===== src/rtl/pgm_rom_loader.sv =====
`timescale 1ns / 1ps
// Packs 16-bit HPS ioctl download words into 64-bit DDRAM beats with byte enables,
// issues single-beat writes, back-pressures the HPS and flags the end of a load.
module pgm_rom_loader #(
    parameter logic [28:0] DDR_BASE     = 29'h0600_0000,
    parameter int unsigned REGION_SHIFT = 21,
    parameter int unsigned NUM_REGIONS  = 4
) (
    input  logic        fixed_50m_clk,
    input  logic        reset,
    input  logic        ioctl_download,
    input  logic        ioctl_wr,
    input  logic [26:0] ioctl_addr,
    input  logic [15:0] ioctl_dout,
    input  logic [7:0]  ioctl_index,
    output logic        ioctl_wait,
    output logic        ddram_we,
    output logic [28:0] ddram_addr,
    output logic [63:0] ddram_din,
    output logic [7:0]  ddram_be,
    input  logic        ddram_busy,
    output logic        load_done,
    output logic        overflow,
    output logic [23:0] word_count
);

    localparam int unsigned AW  = 29;
    localparam int unsigned DW  = 64;
    localparam int unsigned BW  = 8;
    localparam int unsigned WCW = 24;

    localparam logic [1:0] S_IDLE  = 2'd0;
    localparam logic [1:0] S_FILL  = 2'd1;
    localparam logic [1:0] S_FLUSH = 2'd2;

    function automatic logic idx_ok(input logic [7:0] idx);
        return 32'(idx) < NUM_REGIONS;
    endfunction

    logic [1:0]     state_q, state_d;
    logic           dl_q;
    logic           buf_valid_q, buf_valid_d;
    logic [AW-1:0]  buf_addr_q, buf_addr_d;
    logic [DW-1:0]  buf_din_q, buf_din_d;
    logic [BW-1:0]  buf_be_q, buf_be_d;
    logic           we_q, we_d;
    logic [AW-1:0]  addr_q, addr_d;
    logic [DW-1:0]  din_q, din_d;
    logic [BW-1:0]  be_q, be_d;
    logic           final_q, final_d;
    logic           skid_valid_q, skid_valid_d;
    logic [25:0]    skid_addr_q, skid_addr_d;
    logic [15:0]    skid_data_q, skid_data_d;
    logic [7:0]     skid_idx_q, skid_idx_d;
    logic           load_done_q, load_done_d;
    logic           overflow_q, overflow_d;
    logic [WCW-1:0] wcount_q, wcount_d;

    logic           new_ok;
    logic           w_valid;
    logic [7:0]     w_idx;
    logic [25:0]    w_addr;
    logic [15:0]    w_data;
    logic [1:0]     w_lane;
    logic [AW-1:0]  w_waddr;
    logic [DW-1:0]  f_din, m_din;
    logic [BW-1:0]  f_be, m_be;
    logic           flush_now;

    // Byte addresses are always even, so bit 0 carries no information.
    logic unused_addr_bit;
    assign unused_addr_bit = ioctl_addr[0];

    always_comb begin
        state_d      = state_q;
        buf_valid_d  = buf_valid_q;
        buf_addr_d   = buf_addr_q;
        buf_din_d    = buf_din_q;
        buf_be_d     = buf_be_q;
        we_d         = we_q;
        addr_d       = addr_q;
        din_d        = din_q;
        be_d         = be_q;
        final_d      = final_q;
        skid_valid_d = skid_valid_q;
        skid_addr_d  = skid_addr_q;
        skid_data_d  = skid_data_q;
        skid_idx_d   = skid_idx_q;
        load_done_d  = 1'b0;
        overflow_d   = overflow_q;
        wcount_d     = wcount_q;
        flush_now    = 1'b0;

        // A parked skid word is replayed ahead of any new HPS write.
        new_ok  = ioctl_wr && idx_ok(ioctl_index);
        w_valid = skid_valid_q || new_ok;
        w_idx   = skid_valid_q ? skid_idx_q  : ioctl_index;
        w_addr  = skid_valid_q ? skid_addr_q : ioctl_addr[26:1];
        w_data  = skid_valid_q ? skid_data_q : ioctl_dout;
        w_lane  = w_addr[1:0];
        w_waddr = DDR_BASE + (AW'(w_idx) << REGION_SHIFT) + AW'(w_addr[25:2]);

        f_din = '0;
        f_din[{w_lane, 4'b0000} +: 16] = w_data;
        f_be = '0;
        f_be[{w_lane, 1'b0} +: 2] = 2'b11;
        m_din = buf_valid_q ? buf_din_q : '0;
        m_din[{w_lane, 4'b0000} +: 16] = w_data;
        m_be = buf_valid_q ? buf_be_q : '0;
        m_be[{w_lane, 1'b0} +: 2] = 2'b11;

        case (state_q)
            S_IDLE: begin
                if (ioctl_download && !dl_q) begin
                    state_d    = S_FILL;
                    wcount_d   = '0;
                    overflow_d = 1'b0;
                end
            end
            S_FILL: begin
                skid_valid_d = 1'b0;
                if (skid_valid_q && new_ok) begin
                    overflow_d = 1'b1;
                end
                if (w_valid) begin
                    if (buf_valid_q && (w_waddr != buf_addr_q)) begin
                        addr_d      = buf_addr_q;
                        din_d       = buf_din_q;
                        be_d        = buf_be_q;
                        buf_addr_d  = w_waddr;
                        buf_din_d   = f_din;
                        buf_be_d    = f_be;
                        buf_valid_d = 1'b1;
                        flush_now   = 1'b1;
                    end else if (w_lane == 2'd3) begin
                        addr_d      = w_waddr;
                        din_d       = m_din;
                        be_d        = m_be;
                        buf_valid_d = 1'b0;
                        flush_now   = 1'b1;
                    end else begin
                        buf_addr_d  = w_waddr;
                        buf_din_d   = m_din;
                        buf_be_d    = m_be;
                        buf_valid_d = 1'b1;
                    end
                end
                // End of download: the write of this cycle is handled before the final flush.
                if (flush_now) begin
                    we_d    = 1'b1;
                    state_d = S_FLUSH;
                    final_d = !ioctl_download && !buf_valid_d;
                end else if (!ioctl_download) begin
                    if (buf_valid_d) begin
                        addr_d      = buf_addr_d;
                        din_d       = buf_din_d;
                        be_d        = buf_be_d;
                        buf_valid_d = 1'b0;
                        we_d        = 1'b1;
                        state_d     = S_FLUSH;
                        final_d     = 1'b1;
                    end else begin
                        state_d     = S_IDLE;
                        load_done_d = 1'b1;
                    end
                end
            end
            S_FLUSH: begin
                if (new_ok) begin
                    if (skid_valid_q) begin
                        overflow_d = 1'b1;
                    end else begin
                        skid_valid_d = 1'b1;
                        skid_addr_d  = ioctl_addr[26:1];
                        skid_data_d  = ioctl_dout;
                        skid_idx_d   = ioctl_index;
                    end
                end
                if (we_q && !ddram_busy) begin
                    we_d     = 1'b0;
                    wcount_d = wcount_q + WCW'(1);
                    final_d  = 1'b0;
                    if (final_q && !buf_valid_q && !skid_valid_d) begin
                        state_d     = S_IDLE;
                        load_done_d = 1'b1;
                    end else begin
                        state_d = S_FILL;
                    end
                end
            end
            default: begin
                state_d = S_IDLE;
            end
        endcase
    end

    always_ff @(posedge fixed_50m_clk) begin
        if (reset) begin
            state_q      <= S_IDLE;
            dl_q         <= 1'b0;
            buf_valid_q  <= 1'b0;
            buf_addr_q   <= '0;
            buf_din_q    <= '0;
            buf_be_q     <= '0;
            we_q         <= 1'b0;
            addr_q       <= '0;
            din_q        <= '0;
            be_q         <= '0;
            final_q      <= 1'b0;
            skid_valid_q <= 1'b0;
            skid_addr_q  <= '0;
            skid_data_q  <= '0;
            skid_idx_q   <= '0;
            load_done_q  <= 1'b0;
            overflow_q   <= 1'b0;
            wcount_q     <= '0;
        end else begin
            state_q      <= state_d;
            dl_q         <= ioctl_download;
            buf_valid_q  <= buf_valid_d;
            buf_addr_q   <= buf_addr_d;
            buf_din_q    <= buf_din_d;
            buf_be_q     <= buf_be_d;
            we_q         <= we_d;
            addr_q       <= addr_d;
            din_q        <= din_d;
            be_q         <= be_d;
            final_q      <= final_d;
            skid_valid_q <= skid_valid_d;
            skid_addr_q  <= skid_addr_d;
            skid_data_q  <= skid_data_d;
            skid_idx_q   <= skid_idx_d;
            load_done_q  <= load_done_d;
            overflow_q   <= overflow_d;
            wcount_q     <= wcount_d;
        end
    end

    assign ioctl_wait = (state_q == S_FLUSH) || skid_valid_q;
    assign ddram_we   = we_q;
    assign ddram_addr = addr_q;
    assign ddram_din  = din_q;
    assign ddram_be   = be_q;
    assign load_done  = load_done_q;
    assign overflow   = overflow_q;
    assign word_count = wcount_q;

endmodule


===== config.mk =====
export PLATFORM = sky130hd
export DESIGN_NAME = pgm_rom_loader
export DESIGN_NICKNAME = d
export VERILOG_FILES = /design/src/rtl/pgm_rom_loader.sv
export SDC_FILE = /design/constraint.sdc
export NUM_CORES = 1
export LEC_CHECK = 0
export ABC_CLOCK_PERIOD_IN_PS = 5180
export CAP_MARGIN = 20
export CORE_MARGIN = 3
export CORE_UTILIZATION = 40
export CTS_CLUSTER_DIAMETER = 40
export DETAILED_ROUTE_END_ITERATION = 8
export DONT_BUFFER_PORTS = 1
export SYNTH_ARGS = -nofsm -noshare
export SYNTH_HDL_FRONTEND = slang
export SYNTH_SLANG_ARGS = --single-unit

===== constraint.sdc =====
create_clock -name fixed_50m_clk -period 5.18 [get_ports fixed_50m_clk]
set_input_delay 0.777 -clock fixed_50m_clk [delete_from_list [all_inputs] [get_ports fixed_50m_clk]]
set_output_delay 0.777 -clock fixed_50m_clk [all_outputs]
set_load 0.02 [all_outputs]

==> results of run 1 <==
-- state kept, by name, summed over array words and instances, names as in the netlist --
name and count:
buf_din_q 64, skid_idx_q 8, dl_q 1, ddram_addr 29
skid_valid_q 1, buf_be_q 8, skid_data_q 16, ddram_be 8
final_q 1, ddram_din 64, buf_addr_q 29, state_q 2
word_count 24, ddram_we 1, buf_valid_q 1, skid_addr_q 26
load_done 1, overflow 1
-- cell type report --
type,instances,area [sq um],area share (%)
inverter,20,75.1,0.454
clock inverter,28,289,1.75
sequential,285,5710,34.5
multi-input combinational,1264,8350,50.5
clock buffer,52,1190,7.21
timing repair buffer,41,345,2.09
tap,461,577,3.49
-- routing by layer --
layer	vias up	track usage (%)	routed length, microns
li1	6303	-	-
met1	6652	33.8	21200
met2	629	36.9	22000
met3	86	8.51	5700
met4	4	6.00	1140
met5	-	0	37
-- worst max path at each step --
stage	from	depth (start not counted)	end
floorplan	skid_valid_q$_SDFFE_PP0P_	21	ddram_din[47]$_SDFFE_PP0P_
CTS	skid_valid_q$_SDFFE_PP0P_	11	ddram_din[59]$_SDFFE_PP0P_
global route	skid_valid_q$_SDFFE_PP0P_	13	ddram_din[60]$_SDFFE_PP0P_
global placement	ioctl_addr[24]	13	ddram_din[57]$_SDFFE_PP0P_
finish	skid_valid_q$_SDFFE_PP0P_	11	ddram_din[59]$_SDFFE_PP0P_
detailed placement	ioctl_addr[24]	13	ddram_din[59]$_SDFFE_PP0P_
-- power by group --
group | internal [mW] | total (mW) | leakage (nW) | switching [mW]
Clock | 1.82 | 2.97 | 0.700 | 1.14
Combinational | 0.118 | 0.369 | 2.53 | 0.251
Sequential | 2.21 | 2.25 | 2.30 | 0.0362
-- worst max-delay path, stage by stage, from the launching register on --
cell and delay [ns]:
dfxtp_4 0.47, mux2_2 0.38, ha_1 0.35, a21oi_1 0.25
and2_1 0.24, xor3_1 0.37, nor3_1 0.27, nand4_1 0.30
o21ai_2 0.69, nand3_1 0.65, nor2_1 0.29, a221o_1 0.13
-- kinds of logic after synthesis --
kind of cell | count (synthesis)
flip-flops | 285
XOR/XNOR | 51
AND/OR/NAND/NOR | 529
buffers and inverters | 161
multiplexers | 125
adder cells (fa/ha/maj) | 13
AO/OA/AOI/OAI | 546
-- cell usage in the layout, fill, tap and decap left out, types with 6 or more instances in the layout --
cell        Yosys  layout
clkinvlp_4      0       9
o32a_1         24      24
a22oi_1        51      51
buf_4           6      38
mux2i_1        79      79
nor4_1         15      15
a221o_1        17      17
inv_1          20      20
mux2_2         44      44
nand3_1        63      63
nor3_1         18      17
a211oi_1       57      57
a22o_1         12      12
a32oi_1        51      51
a2bb2oi_1       9       9
a21oi_1       120     120
o22ai_1        25      25
o21ai_0        42      42
and3_1         30      30
xor2_1         27      27
clkinv_4        0       6
xnor2_1        19      19
inv_6           0       6
nor2b_1         6       6
a211o_1        24      24
o2bb2ai_1      17      17
o211ai_1       20      20
ha_1           12      12
dfxtp_1       285     284
a31oi_1        13      13
nand2_1       110     110
o21ai_2         4       6
nand2b_1        7       7
nor2_1        252     251
clkbuf_16       0      45
or3_1           8       8
==> summary.txt, run 1 <==
Critical path
  – Setup crit start kind: flip-flop
  – CP Class: reg2reg
  – Worst path required time: about 5.7 ns
  – Crit. End Element: flip-flop
  – CP max FO: 13
  – Worst r2r path cells: 11
  – R2R Path Start: skid_valid_q$_SDFFE_PP0P_
  – Flop2flop setup slack: approximately 0.70 ns
  – R2r endpoint: ddram_din[59]$_SDFFE_PP0P_
  – CP Data Arrival Time: around 5.0 ns

Placed design
  – Dpl ws: approximately 0.57 ns
  – Post-Place Cell Area: between 15000 and 20000 sq um
  – Port buffer count: 0
  – DP Cell Count: 2071
  – Hpwl dp: 33000 microns
  – Placer congestion estimate: between 0.8 and 0.9

Drt
  – Via density: 6.36
  – Vias: roughly 14000
  – Drt first-iter violations: 1433
  – First drt pass iteration count: 5
  – Drt total wl: about 50000 microns
  – DRT antenna net count: 0
  – Residual DRC count: 0
  – Routed len/inst: roughly 23 microns

Power and ir drop
  – Peak supply drop: roughly 0.00017 V
  – Power per Cell Area: around 340 nW/um^2
  – Total design power: 5.58 mW
  – P_leak: 5.53 nW

Clocking
  – Post-CTS Setup Inserts: 0
  – Clock Latency Late Sink: approximately 0.54 ns
  – Post-cts resize count: 0
  – Clock root buffer: clkbuf_16
  – Maximum root-to-sink buffer count: 3
  – H-tree depth: 2
  – CTS tree: built
  – TritonCTS buffer count: 44
  – Clock transition at path regs: 0.05 ns
  – Post-CTS Hold Buffers: 0
  – Sink Count: 285

STA
  – Setup TNS: 0 ns
  – Final hold slack: approximately 0.35 ns
  – Final worst path period need: approximately 4.5 ns
  – Setup Skew: just under 0.02 ns
  – Final period utilization: between 80% and 90%
  – Final setup violation count: 0
  – Pins over their slew limit: 0
  – FMAX: 223 MHz
  – Slew margin rel.: between 30% and 40%
  – Unrepaired setup endpoints after global routing: false
  – Worst-Margin Slew: slightly above 1 ns
  – Worst Slack Setup Final: 0.704 ns
  – Hold violation total from the final report: 0

Global routing
  – Grt ovf: 0
  – Vias in the first global route: between 10000 and 15000
  – First-pass GRT wire length: around 76000 microns
  – Initial antenna violation count: 2
  – Largest net degree at the start of global routing: 174
  – Total Routing Usage GR: approximately a quarter

Yosys
  – Largest family of logic cells by synthesized area: compound AO/OA/AOI/OAI gates
  – Gate Count Post-Synth: around 1700
  – Ys Warns: 0
  – Synth Register Bits: 285
  – Post-synth EDFFs: 0
  – Area contributors post-synth: dfxtp_1 (39%), nor2_1 (6.4%), mux2i_1 (5.4%)
  – Multiplexer area fraction after synthesis: between 8 and 9%
  – Count leader, synth: dfxtp_1
  – Mapped Area: 14700 sq um
  – Syn_area_per_cell: roughly 8.6 sq um
  – Synth Flop Type: dfxtp_1
  – Synth area leader: dfxtp_1
  – Synth Net Count: approximately 1800
  – Netlist cell types: 77
  – Sequential area share after synthesis: between 30% and 40%
  – Simple-gate area share of the yosys netlist: ~16%
  – Async set or reset register ratio after synthesis: 0%
  – Post-Synth Adder-Cell Area: between 1 and 1.5%
  – Synth Area in XOR/XNOR: 3.44%
  – Yosys top cell area share: between 30% and 40%
  – Post-synth top cells: dfxtp_1 (285), nor2_1 (252), a21oi_1 (120)
  – Synth Area in Compound Gates: between 20% and 30%

Floorplan
  – Core area: between 30000 and 40000 sq um
  – Die X: 198 microns
  – Die footprint: ~39000 sq um
  – Die Ht: a little under 200 microns
  – Row count: 69
  – Initial Utilization: between 40 and 50%
  – # IOs: approximately 190

Run status
  – Status: completed

Worst hold path
  – Tightest Hold Check Type: in2reg
  – Hold Path Origin: reset
  – Hold-critical path depth: 1
  – Hold endpoint: buf_be_q[5]$_SDFFE_PP0P_

Cells and area
  – Area Growth Syn to Fin: 12.4%
  – Total Nets Final: around 1700
  – Final core occ: a little under half
  – ANT cells: 0
  – Fillers: between 3000 and 4000
  – Layout cells sized above 1: a little under an eighth
  – Finished Layout Cells: around 2200
  – Final instance area: about 17000 sq um

Job
  – Max cap viols: 0
Note: power is estimated with default switching activity, not from simulation.
==> inputs of run 2 (changes only) <==
--- a/config.mk
+++ b/config.mk
@@ -9,6 +9,7 @@
 export CAP_MARGIN = 20
 export CORE_MARGIN = 3
 export CORE_UTILIZATION = 40
+export CTS_BUF_LIST = sky130_fd_sc_hd__clkbuf_4
 export CTS_CLUSTER_DIAMETER = 40
 export DETAILED_ROUTE_END_ITERATION = 8
 export DONT_BUFFER_PORTS = 1
==> run 2 against run 1 <==
Sequential share of layout area up 1.0 points. Die area did not move. Clock power down 30%. Power down 16%. Setup slack better by 0.029 ns. Register-to-register slack improved by 0.03 ns. Routed wire length increased by 0.73%. Hold slack got worse by 0.15 ns. Clock-buffer cell count rose by 69. Combinational power is essentially flat. Clock skew up 0.033 ns. Cell count grew 2.9%.
==> summary.txt, run 2 (same netlist as run 1, synthesis figures left out) <==
Worst hold path
  – Tightest Hold Check Type: in2reg

Cells and area
  – Layout cells sized above 1: 13.6% (+2.2 points)
  – Fillers: 3550 (+3.5%)
  – Area Growth Syn to Fin: 9.21%
  – Finished Layout Cells: 2213 (+2.9%)
  – Commonest cells after routing, fill and taps aside: dfxtp_1 (284), nor2_1 (251), clkbuf_4 (121)
  – Commonest non-fill, non-tap cell in the layout: dfxtp_1
  – Total Nets Final: 1761 (+2.1%)

Global routing
  – Total Routing Usage GR: 24.8% (+0.30 points)
  – Grt ovf: 0 (unchanged)
  – First-pass GRT wire length: 77000 microns (+0.96%)
  – Initial antenna violation count: 4 (+2)
  – Vias in the first global route: 12900 (+2.8%)
  – Largest net degree at the start of global routing: 174 (unchanged)

Drt
  – DRT antenna net count: 0 (unchanged)
  – Vias: 13844 (+1.2%)
  – Routed len/inst: 22.8 microns (-2.1%)
  – Drt total wl: 50500 microns (+0.73%)
  – First drt pass iteration count: 5 (unchanged)
  – Residual DRC count: 0 (unchanged)
  – Via density: 6.26 (-1.6%)
  – Drt first-iter violations: 1500 (+4.7%)

Placed design
  – Port buffer count: 0 (unchanged)
  – DP Cell Count: 2071 (unchanged)
  – Hpwl dp: 33000 microns (unchanged)
  – Placer congestion estimate: 0.870 (unchanged)

Run status
  – Status: completed

Floorplan
  – Die X: 198 microns (unchanged)
  – Die footprint: 39100 sq um (unchanged)
  – # IOs: 185 (unchanged)
  – Initial Utilization: 41.0% (unchanged)
  – Row count: 69 (unchanged)
  – Core area: 35900 sq um (unchanged)
  – Die Ht: 198 microns (unchanged)

Power and ir drop
  – Peak supply drop: 0.000150 V (-12%)
  – P_leak: 5.43 nW (-1.8%)
  – Power per Cell Area: 293 nW/um^2 (-13%)

Clocking
  – CTS tree: built
  – Clock root buffer: clkbuf_4
  – Clock Latency Late Sink: 0.72 ns (+0.18 ns)
  – Clock transition at path regs: 0.06 ns (about the same)
  – H-tree depth: 3 (+1)
  – Post-CTS Hold Buffers: 0 (unchanged)
  – Sink Count: 285 (unchanged)
  – TritonCTS buffer count: 80 (+82%)
  – Post-CTS Setup Inserts: 0 (unchanged)
  – Maximum root-to-sink buffer count: 3 (unchanged)
  – Post-cts resize count: 0 (unchanged)

Critical path
  – Setup crit start kind: flip-flop
  – Crit. End Element: flip-flop
  – CP Data Arrival Time: 5.11 ns (+0.16 ns)
  – CP max FO: 13 (unchanged)
  – Worst path required time: 5.84 ns (+0.19 ns)
  – CP Class: reg2reg

STA
  – Slew margin rel.: 26.9% (-3.4 points)
  – Final setup violation count: 0 (unchanged)
  – Worst-Margin Slew: 1.07 ns (+0.0497 ns)
  – Hold violation total from the final report: 0 (unchanged)
  – Final worst path period need: 4.45 ns (-0.0287 ns)
  – FMAX: 225 MHz (+0.65%)
  – Pins over their slew limit: 0 (unchanged)
  – Final period utilization: 85.9% (-0.55 points)
  – Setup TNS: 0 ns (unchanged)
  – Unrepaired setup endpoints after global routing: false
  – Setup Skew: 0.0526 ns (+0.0333 ns)

Job
  – Max cap viols: 0 (unchanged)
[run 2: worst max-delay path, stage by stage (launching register included)]
cell and delay [ns]:
dfxtp_4 0.47, mux2_2 0.37, ha_1 0.35, a21oi_1 0.25, and2_1 0.24, xor3_1 0.37
nor3_1 0.26, nand4_1 0.29, o21ai_2 0.70, nand3_1 0.66, nor2_1 0.30, a221o_1 0.13
[run 2: final timing paths]
path                               start                          end  slack (ns)  cells past startpoint
max            skid_valid_q$_SDFFE_PP0P_   ddram_din[59]$_SDFFE_PP0P_        0.73                     11
min                                reset              dl_q$_SDFF_PP0_        0.20                      1
max reg2reg    skid_valid_q$_SDFFE_PP0P_   ddram_din[59]$_SDFFE_PP0P_        0.73                     11
min reg2reg  skid_addr_q[2]$_SDFFE_PP0P_  skid_addr_q[2]$_SDFFE_PP0P_        0.45                      2
[run 2: area by class of cell]
class	count	area (sq um)	area share [%]
diodes	3	7.51	0.0467
clock buffers	121	908	5.65
clock inverters	18	95.1	0.592
inverters	20	75.1	0.467
multi-input cells	1264	8350	52.0
flip-flops and latches	285	5710	35.5
well taps	461	577	3.59
repair buffers	41	345	2.15
[run 2: stage by stage]
| stage | util [%] | hold WS, ns | cell area, sq um | power [mW] | setup WS [ns] |
|---|---|---|---|---|---|
| detailed placement | 41.9 | 0.443 | 15100 | 2.65 | 0.571 |
| floorplan | - | 0.433 | 14700 | 2.56 | 0.0801 |
| finish | 44.7 | 0.200 | 16100 | 4.71 | 0.732 |
| CTS | 44.7 | 0.122 | 16100 | 4.75 | 0.816 |
| global placement | 41.9 | 0.435 | 15100 | 2.65 | 0.705 |
| global route | 44.7 | 0.0884 | 16100 | 4.93 | 0.513 |
[run 2: power by group]
group	internal (mW)	leakage [nW]	total, mW	switching, mW
clock network	1.11	0.600	2.09	0.986
registers	2.21	2.30	2.24	0.0363
logic	0.118	2.53	0.370	0.252
total	3.43	5.43	4.71	1.27
[run 2: routing by layer]
| metal | part of all wire [%] | wire length [microns] | track usage, % |
|---|---|---|---|
| met5 | 0.12 | 63 | 0 |
| met4 | 2.2 | 1100 | 7.13 |
| met3 | 12 | 6230 | 9.95 |
| met2 | 44 | 22000 | 36.8 |
| met1 | 42 | 21100 | 33.3 |
